File: config.mk
export PLATFORM = sky130hd
export DESIGN_NAME = peak_level_meter
export DESIGN_NICKNAME = d
export VERILOG_FILES = /design/src/rtl/meter_pkg.sv /design/src/rtl/sample_magnitude.sv /design/src/rtl/peak_level_meter.sv
export SDC_FILE = /design/constraint.sdc
export NUM_CORES = 1
export LEC_CHECK = 0
export BUFFER_PORTS_ARGS = -buffer_cell sky130_fd_sc_hd__buf_2
export CAP_MARGIN = 40
export CORE_ASPECT_RATIO = 0.7
export CORE_MARGIN = 4
export CORE_UTILIZATION = 60
export DETAILED_ROUTE_END_ITERATION = 6
export GPL_ROUTABILITY_DRIVEN = 0
export PLACE_DENSITY = 0.78
export SETUP_SLACK_MARGIN = 0.4
export SYNTH_ARGS = -nofsm -noshare
export SYNTH_HDL_FRONTEND = slang
export SYNTH_SLANG_ARGS = --single-unit
File: constraint.sdc
create_clock -name clk -period 6.5 [get_ports clk]
set_clock_uncertainty 0.2 [all_clocks]
set_input_delay 0.325 -clock clk [delete_from_list [all_inputs] [get_ports clk]]
set_output_delay 0.325 -clock clk [all_outputs]
set_load 0.005 [all_outputs]
File: src/rtl/meter_pkg.sv
// ---------------------------------------------------------------------------
// meter_pkg
// Shared definitions for the peak level meter:
//   - meter_state_e : peak tracker state (IDLE, HOLD, DECAY)
//   - mag_width()   : magnitude width convention (DataWidth-1 bits)
//   - max_pos_code(), min_neg_code() : full-scale two's-complement codes,
//     returned as 32-bit patterns to be truncated to DataWidth by the user.
// ---------------------------------------------------------------------------
package meter_pkg;

    typedef enum logic [1:0] {
        IDLE  = 2'd0,
        HOLD  = 2'd1,
        DECAY = 2'd2
    } meter_state_e;

    // Magnitudes drop the sign bit; the most-negative code saturates.
    function automatic int mag_width(input int data_width);
        return data_width - 1;
    endfunction

    function automatic logic [31:0] max_pos_code(input int data_width);
        return (32'd1 << (data_width - 1)) - 32'd1;
    endfunction

    function automatic logic [31:0] min_neg_code(input int data_width);
        return 32'd1 << (data_width - 1);
    endfunction

endpackage

File: src/rtl/sample_magnitude.sv
// ---------------------------------------------------------------------------
// sample_magnitude
// Registered first stage of the meter: absolute value with saturation of the
// most-negative code, plus full-scale (clip) detection.
// Ports:
//   clk, reset  : clock, asynchronous active-high reset
//   clear_i     : synchronous flush of the stage valid flag
//   sample_i    : signed input sample, captured when valid_i=1
//   valid_i     : input strobe
//   mag_o       : |sample| in MagWidth unsigned bits
//   clip_o      : sample was a full-scale code (qualify with valid_o)
//   valid_o     : stage output valid
// ---------------------------------------------------------------------------
module sample_magnitude
    import meter_pkg::*;
#(
    parameter int DataWidth = 12,
    parameter int MagWidth  = mag_width(DataWidth)
) (
    input  logic                        clk,
    input  logic                        reset,
    input  logic                        clear_i,
    input  logic signed [DataWidth-1:0] sample_i,
    input  logic                        valid_i,
    output logic        [MagWidth-1:0]  mag_o,
    output logic                        clip_o,
    output logic                        valid_o
);

    localparam logic [DataWidth-1:0] MaxPos = DataWidth'(max_pos_code(DataWidth));
    localparam logic [DataWidth-1:0] MinNeg = DataWidth'(min_neg_code(DataWidth));

    logic [DataWidth-1:0] negated;
    logic [MagWidth-1:0]  mag_d;
    logic                 clip_d;
    logic [MagWidth-1:0]  mag_q;
    logic                 clip_q;
    logic                 valid_q;

    // NOTE: every combinational output gets a default first, so no path
    // through the block leaves it unassigned and no latch is inferred.
    always_comb begin
        negated = -sample_i;
        mag_d   = sample_i[MagWidth-1:0];
        if (sample_i == MinNeg) begin
            // -2^(N-1) has no positive counterpart in N-1 bits.
            mag_d = '1;
        end else if (sample_i[DataWidth-1]) begin
            mag_d = negated[MagWidth-1:0];
        end
        clip_d = (sample_i == MaxPos) || (sample_i == MinNeg);
    end

    // NOTE: sequential state is updated with non-blocking assignments so all
    // registers sample their inputs from the same pre-edge values.
    always_ff @(posedge clk or posedge reset) begin
        if (reset) begin
            mag_q   <= '0;
            clip_q  <= 1'b0;
            valid_q <= 1'b0;
        end else if (clear_i) begin
            valid_q <= 1'b0;
        end else begin
            valid_q <= valid_i;
            if (valid_i) begin
                mag_q  <= mag_d;
                clip_q <= clip_d;
            end
        end
    end

    assign mag_o   = mag_q;
    assign clip_o  = clip_q;
    assign valid_o = valid_q;

endmodule

File: src/rtl/peak_level_meter.sv
// ---------------------------------------------------------------------------
// peak_level_meter
// Streaming peak meter: held, decaying peak magnitude of the filtered sample
// stream, plus sticky clip flag and saturating clip counter. Two-stage
// pipeline, one sample per cycle, never stalls.
// Ports:
//   clk, reset   : clock, asynchronous active-high reset
//   sampleIn     : signed filtered sample, used when sampleValid=1
//   sampleValid  : one-cycle sample strobe
//   clear        : synchronous clear of all meter state and the pipeline
//   peak         : unsigned held/decayed peak magnitude
//   peakValid    : pulses when peak has been updated for a sample
//   clipFlag     : sticky full-scale indication
//   clipCount    : saturating count of full-scale samples
// ---------------------------------------------------------------------------
module peak_level_meter
    import meter_pkg::*;
#(
    parameter int DataWidth      = 12,
    parameter int HoldSamples    = 4,
    parameter int DecayShift     = 3,
    parameter int ClipCountWidth = 8
) (
    input  logic                        clk,
    input  logic                        reset,
    input  logic signed [DataWidth-1:0] sampleIn,
    input  logic                        sampleValid,
    input  logic                        clear,
    output logic        [DataWidth-2:0] peak,
    output logic                        peakValid,
    output logic                        clipFlag,
    output logic   [ClipCountWidth-1:0] clipCount
);

    localparam int MagWidth  = mag_width(DataWidth);
    localparam int HoldWidth = (HoldSamples < 1) ? 1 : $clog2(HoldSamples + 1);

    logic [MagWidth-1:0] s1_mag;
    logic                s1_clip;
    logic                s1_valid;

    sample_magnitude #(
        .DataWidth (DataWidth),
        .MagWidth  (MagWidth)
    ) u_stage1 (
        .clk      (clk),
        .reset    (reset),
        .clear_i  (clear),
        .sample_i (sampleIn),
        .valid_i  (sampleValid),
        .mag_o    (s1_mag),
        .clip_o   (s1_clip),
        .valid_o  (s1_valid)
    );

    meter_state_e              state_q, state_d;
    logic [MagWidth-1:0]       peak_q, peak_d;
    logic [HoldWidth-1:0]      hold_q, hold_d;
    logic                      peak_valid_q, peak_valid_d;
    logic                      clip_flag_q, clip_flag_d;
    logic [ClipCountWidth-1:0] clip_count_q, clip_count_d;
    logic [MagWidth-1:0]       decay_step;
    logic [MagWidth-1:0]       decayed;

    always_ff @(posedge clk or posedge reset) begin
        if (reset) begin
            state_q      <= IDLE;
            peak_q       <= '0;
            hold_q       <= '0;
            peak_valid_q <= 1'b0;
            clip_flag_q  <= 1'b0;
            clip_count_q <= '0;
        end else begin
            state_q      <= state_d;
            peak_q       <= peak_d;
            hold_q       <= hold_d;
            peak_valid_q <= peak_valid_d;
            clip_flag_q  <= clip_flag_d;
            clip_count_q <= clip_count_d;
        end
    end

    always_comb begin
        state_d      = state_q;
        peak_d       = peak_q;
        hold_d       = hold_q;
        peak_valid_d = 1'b0;
        clip_flag_d  = clip_flag_q;
        clip_count_d = clip_count_q;

        // Step is at least 1 so small peaks still reach zero; only used in
        // DECAY where peak_q > 0, so the subtraction cannot underflow.
        decay_step = peak_q >> DecayShift;
        if (decay_step == '0) begin
            decay_step = MagWidth'(1);
        end
        decayed = peak_q - decay_step;

        if (clear) begin
            state_d      = IDLE;
            peak_d       = '0;
            hold_d       = '0;
            clip_flag_d  = 1'b0;
            clip_count_d = '0;
        end else if (s1_valid) begin
            peak_valid_d = 1'b1;

            if (s1_clip) begin
                clip_flag_d = 1'b1;
                if (clip_count_q != '1) begin
                    clip_count_d = clip_count_q + 1'b1;
                end
            end

            // Equal magnitudes also win, which re-arms the hold period.
            if ((s1_mag >= peak_q) && (s1_mag != '0)) begin
                peak_d  = s1_mag;
                hold_d  = HoldWidth'(HoldSamples);
                state_d = (HoldSamples == 0) ? DECAY : HOLD;
            end else begin
                unique case (state_q)
                    HOLD: begin
                        hold_d = hold_q - 1'b1;
                        if (hold_q == HoldWidth'(1)) begin
                            state_d = DECAY;
                        end
                    end
                    DECAY: begin
                        peak_d = (decayed > s1_mag) ? decayed : s1_mag;
                        if (peak_d == '0) begin
                            state_d = IDLE;
                        end
                    end
                    default: ;
                endcase
            end
        end
    end

    assign peak      = peak_q;
    assign peakValid = peak_valid_q;
    assign clipFlag  = clip_flag_q;
    assign clipCount = clip_count_q;

endmodule

-- Word-level counts from Yosys, hierarchy flattened
Index checks and enable logic that the tools add are counted.
- output and inout port bits: 21
- bits in read-only memories: 0
- memories kept: 0
- flip-flop bits (word level): 39
- RAM bits: 0
- bits of input ports: 16
- bits in latches: 0
- logic and storage cells: 69
- shift-type cells: 0
- magnitude comparators: 2
- equal/unequal tests: 8
- reductions and logical operators: 17
- mux-type cells: 28
- $add $sub $neg: 4
- multiply operators: 0
- bitwise logic cells: 1
- divide/modulo/power cells: 0
- operators with widths (operator ; number):
    $mux W11 ; 7
    $mux W8 ; 5
    $logic_not A11 Y1 ; 2
    $eq A12 B11 Y1 const B ; 1
    $eq A12 B12 Y1 const B ; 1
    $mux W3 ; 4
    $ge A11 B11 Y1 ; 1
    $gt A11 B11 Y1 ; 1
    $neg A11 Y11 ; 1
    $reduce_bool A11 Y1 ; 1
    $sub A11 B8 Y11 ; 1
    $mux W2 ; 5
    $add A8 B1 Y8 const B ; 1
    $ne A4 B4 Y1 const B ; 2
    $ne A8 B8 Y1 const B ; 1
    $reduce_and A2 Y1 ; 4
    $mux W1 ; 6
    $reduce_bool A2 Y1 ; 3
    $reduce_bool A3 Y1 ; 2
    $pmux W2 S2 ; 1
    $reduce_and A4 Y1 ; 1
    $reduce_bool A4 Y1 ; 1
    $eq A3 B1 Y1 const B ; 1
    $reduce_and A3 Y1 ; 1
    6 further kinds ; 6

-- Longest topological paths before layout
- depth in word-level cells: 11
- mapped depth: 19
- mapped depth without buffers: 18

-- By module
Synthesis repeated with hierarchy kept, for this count alone.
- cells, all modules: 381
- area, all modules: 3304.4 um^2
- modules (own cells, without submodules) (module ; area an instance (um^2) ; cells an instance ; sequential area each (um^2) ; times used):
    peak_level_meter ; 2556.2 ; 302 ; 650.6 ; 1
    sample_magnitude ; 748.2 ; 79 ; 325.3 ; 1

-- Worst setup path before layout
No wires, ideal clock.
- kind: reg2reg
- start: register peak_q[8], in the netlist peak[8]
- end: register peak_q[8], in the netlist peak[8]
- setup slack: 2358 ps
- period minus slack after synthesis: 4142 ps
- path buffers: 1
- data arrival time: 3806 ps
- library setup time: 136 ps
- cell stages (with the launch flop): 20
- required time: 6164 ps
- cell sequence: dfrtp_1 > inv_1 > nand2_1 > o31ai_1 > ha_1 > inv_1 > fa_1 > nand3_1 > a211oi_2 > nor3_1 > xnor2_2 > ha_1 > nand4_1 > a211oi_1 > a211oi_1 > a41o_2 > a21oi_1 > buf_2 > mux2i_1 > o32ai_1
- word-level cells in the longest chain between the ends: 9
- elaborated cells between the ends (all ways): 13
- those cells by class: add/sub (1); order compare (2); mux (6); reduce/logical (4)
- RTL lines (item ; RTL line ; RTL):
    start: declaration ; peak_level_meter.sv:57 ; logic [MagWidth-1:0] peak_q, peak_d;
    start signal: assignment ; peak_level_meter.sv:75 ; peak_q <= peak_d;
    $logic_not A11 Y1 ; peak_level_meter.sv:94 ; if (decay_step == '0) begin
    $mux W8 ; peak_level_meter.sv:94 ;
    $sub A11 B8 Y11 ; peak_level_meter.sv:97 ; decayed = peak_q - decay_step;
    $gt A11 B11 Y1 ; peak_level_meter.sv:129 ; peak_d = (decayed > s1_mag) ? decayed : s1_mag;
    $mux W11 ; peak_level_meter.sv:129 ;
    $mux W11 ; peak_level_meter.sv:121 ; unique case (state_q)
    $mux W11 ; peak_level_meter.sv:116 ; if ((s1_mag >= peak_q) && (s1_mag != '0)) begin
    $mux W11 ; peak_level_meter.sv:105 ; end else if (s1_valid) begin
    $mux W11 ; peak_level_meter.sv:99 ; if (clear) begin
Parallel ways exist; a longest one is shown, timed or not. The select of a mux whose other input is x is not followed.
A chain may end at the register's enable or synchronous reset.

-- Worst setup path after layout
- start: register peak_q[8], in the netlist peak[8]
- end: register peak_q[5], in the netlist peak[5]
Same word-level chain as after synthesis.

==> metrics.yaml <==
global_routing:
  grt_pass1_wl_um: 12900
  grt_pass1_vias: 2575
  grtUsageTotal: 0.256
  grt_overflow: 0
  grt_max_degree: 40
  antenna_found_initial: 0
detailed_routing:
  drtIter0Drc: 276
  drtPass1Iterations: 5
  wl_met3_um: 584
  viasPerCell: 6.17
  highest_layer: "met4"
  post-route-drc-count: 0
  routed_wl_um: 7680
  ant_nets: 0
  route.met2.wl_um: 3160
  wl_per_cell_um: 16.7
  met1_length_um: 3800
  vias: 2837
setup_path:
  required_ps: 6480
  path_max_fanout: 10
  crit_arrival_ps: 4610
  critPathKind: "flip-flop to flip-flop"
  endpoint: "peak[5]"
  timing.rr.start: "peak[8]"
  cp_slowest_stage_delay_ps: 410
  slowest_stage: "dfrtp_1"
  cp-startpoint: "peak[8]"
  end_kind: "flip-flop"
  rr_worst_depth: 19
  r2r-end: "peak[5]"
  cp_cell_sequence: "inv_1 -> nand2_1 -> o31ai_1 -> ha_1 -> inv_1 -> fa_1 -> nand3_1 -> a211oi_2 -> nor3_1 -> xnor2_2 -> ha_1 -> nand4_1 -> a211oi_1 -> a211oi_1 -> a41o_2 -> a21oi_1 -> buf_4 -> mux2i_1 -> o2bb2ai_1"
  cp-start-kind: "flip-flop"
  ff2ff_setup_slack_ps: 1870
synth:
  synth_mux_area_frac: 0.0421
  synth-edff-count: 0
  synth-simple-area-share: 0.163
  synth_nets: 405
  syn_area_mm2: 0.00318
  syn-mean-instance-area_um2: 9.06
  synth_area_leaders: "dfrtp_1 31%, ha_1 15%, inv_1 4.7%, a21oi_1 3.9%, xor2_1 3.9%"
  ys_warn_count: 0
  ys_seq_elements: 39
  seq_area_frac_synth: 0.307
  netlist_top_cells_count: "40 x inv_1, 39 x dfrtp_1, 37 x ha_1"
  yosys.cell_count.top_type: "inv_1"
  ys_dominant_reg_cell: "dfrtp_1"
  synth_xor_xnor_area_share: 0.0543
  ys_types: 64
  synth_top_area_share: 0.307
  synth_area_leader_cell: "dfrtp_1"
  synth_compound_area_frac: 0.219
  synth_top_family_by_area: "compound AO/OA/AOI/OAI gates"
  yosys.area_share.adder: 0.152
  synthCells: 351
  async_reset_ff_frac: 1.00
sta:
  fin_crit_sh: 0.713
  rsz0062_at_grt: "no"
  timing.final.ws_setup_ps: 1870
  fin_crit_ps: 4630
  hold_viol: 0
  max_slew_margin: 0.416
  final_max_slew_viol_count: 0
  worstMarginPinSlew_ps: 872
  fin_setup_tns_ps: 0
  setup_viol: 0
  fmax_mhz: 216
power_and_ir_drop:
  p_sw_frac: 0.494
  p_per_area_mw_per_mm2: 482
  p_leak_nw: 1.68
  power.total_w: 0.00171
  switchingPower_w: 0.000843
  p_clk_frac: 0.123
  seqPwrFrac: 0.189
  comb_power_share: 0.687
  p_int_w: 0.000863
  peakVddDrop_uv: 176
clock_network:
  post_cts_buffers: 0
  clock_tree.buffer_depth: 2
  path_clk_slew_ps: 80
  cts_tree: "done"
  cts_max_level: 2
  cts_buffers: 5
  cts-resized-gates: 0
  clk_latency_ps: 300
  root_buffer: "clkbuf_8"
  clock-sinks: 39
cells_and_area:
  fin_area_mm2: 0.00354
  nets: 444
  drive_gt1_frac: 0.161
  layout.cells.non_filler: 460
  diodes: 0
  synthToLayoutAreaGrowth_pct: 11.3
die:
  core_area_mm2: 0.00494
  rows: 21
  ios: 37
  start_util: 0.644
  die_x_um: 95.0
  chipHeight_um: 68.9
  die_area_mm2: 0.00655
placement:
  numPortBuffers: 36
  placed_area_mm2: 0.00341
  dp_cells: 451
  place_ws_ps: 1990
  place_hpwl_um: 5990
min_path:
  hold_class: "input port to flip-flop"
outcome:
  status: "completed"
run:
  cap_violations: 0
area by class of cell:
cell class / instances / area, µm²
Sequential cell: 39 / 976
Multi-Input combinational cell: 265 / 2010
Timing Repair Buffer: 39 / 205
Clock inverter: 2 / 35.0
Inverter: 40 / 150
Clock buffer: 6 / 82.6
Fill cell: 417 / 1400
Tap cell: 69 / 86.3
routing by layer:
metal,vias up,global-route usage
met5,-,0
met4,0,0.0755
met3,13,0.0456
met2,132,0.378
met1,1329,0.383
li1,1363,-
power by group through the flow:
stage,Clock [W],Combinational [W],Sequential (W)
finish,0.000211,0.00117,0.000323
global route,0.000223,0.00129,0.000328
CTS,0.000213,0.00114,0.000322
detailed placement,0,0.00113,0.000326
global placement,0,0.00109,0.000324
floorplan,0,0.000854,0.000314
worst max-delay path: cells and delay by family, from the launching register on:
kind | cells | cell delay (ps)
XOR/XNOR | 1 | 140
adder cells (fa/ha/maj) | 3 | 910
AO/OA/AOI/OAI | 7 | 1310
AND/OR/NAND/NOR | 4 | 750
multiplexers | 1 | 270
buffers and inverters | 3 | 500
flip-flops | 1 | 410
stage by stage:
| stage | utilization | hold slack, ps |
|---|---|---|
| floorplan | - | 272 |
| global placement | 0.691 | 267 |
| detailed placement | 0.691 | 273 |
| CTS | 0.717 | 150 |
| global route | 0.717 | 157 |
| finish | 0.717 | 148 |
worst min path at each step:
stage            startpoint                 end  cells past startpoint
2_1_floorplan   sampleIn[3]     u_stage1.clip_o                      2
3_3_place_gp          reset        clipCount[1]                      3
3_5_place_dp          reset        clipCount[1]                      3
4_1_cts        sampleIn[10]  u_stage1.mag_o[10]                      3
5_1_grt         sampleIn[3]     u_stage1.clip_o                      3
6_report       sampleIn[10]  u_stage1.mag_o[10]                      3
state kept, by name (all words and copies together), names as in the netlist:
| register | count |
|---|---|
| clipCount | 8 |
| clipFlag | 1 |
| hold_q | 3 |
| peak | 11 |
| peakValid | 1 |
| state_q | 2 |
| u_stage1.clip_o | 1 |
| u_stage1.mag_o | 11 |
| u_stage1.valid_o | 1 |
logic make-up after synthesis:
kind of cell	after synthesis
compound gates	101
xor+xnor	18
fa+ha+maj	38
buf+inv	47
flops	39
mux	13
simple gates	95
placed cells by master (no fill, tap or decap), drive strengths merged, types with 5 or more instances in the layout:
| cell | Yosys | layout |
|---|---|---|
| dfrtp | 39 | 39 |
| buf | 4 | 38 |
| nor2 | 23 | 23 |
| o2bb2ai | 9 | 9 |
| clkbuf | 3 | 6 |
| ha | 37 | 37 |
| nand3 | 6 | 6 |
| a22oi | 10 | 10 |
| a21oi | 26 | 26 |
| a21o | 5 | 5 |
| nor3 | 5 | 5 |
| a211oi | 6 | 6 |
| o21ai | 15 | 15 |
| inv | 40 | 40 |
| nor4 | 6 | 6 |
| nand4 | 11 | 11 |
| xor2 | 14 | 14 |
| nand2 | 22 | 22 |
| mux2i | 10 | 10 |
what timing repair did:
action                                 4_1_cts  5_1_grt
setup endpoints to repair                    0        0
endpoints found under the hold margin       39        0
hold buffers                                 1        0
(Power assumes the default switching activity.)
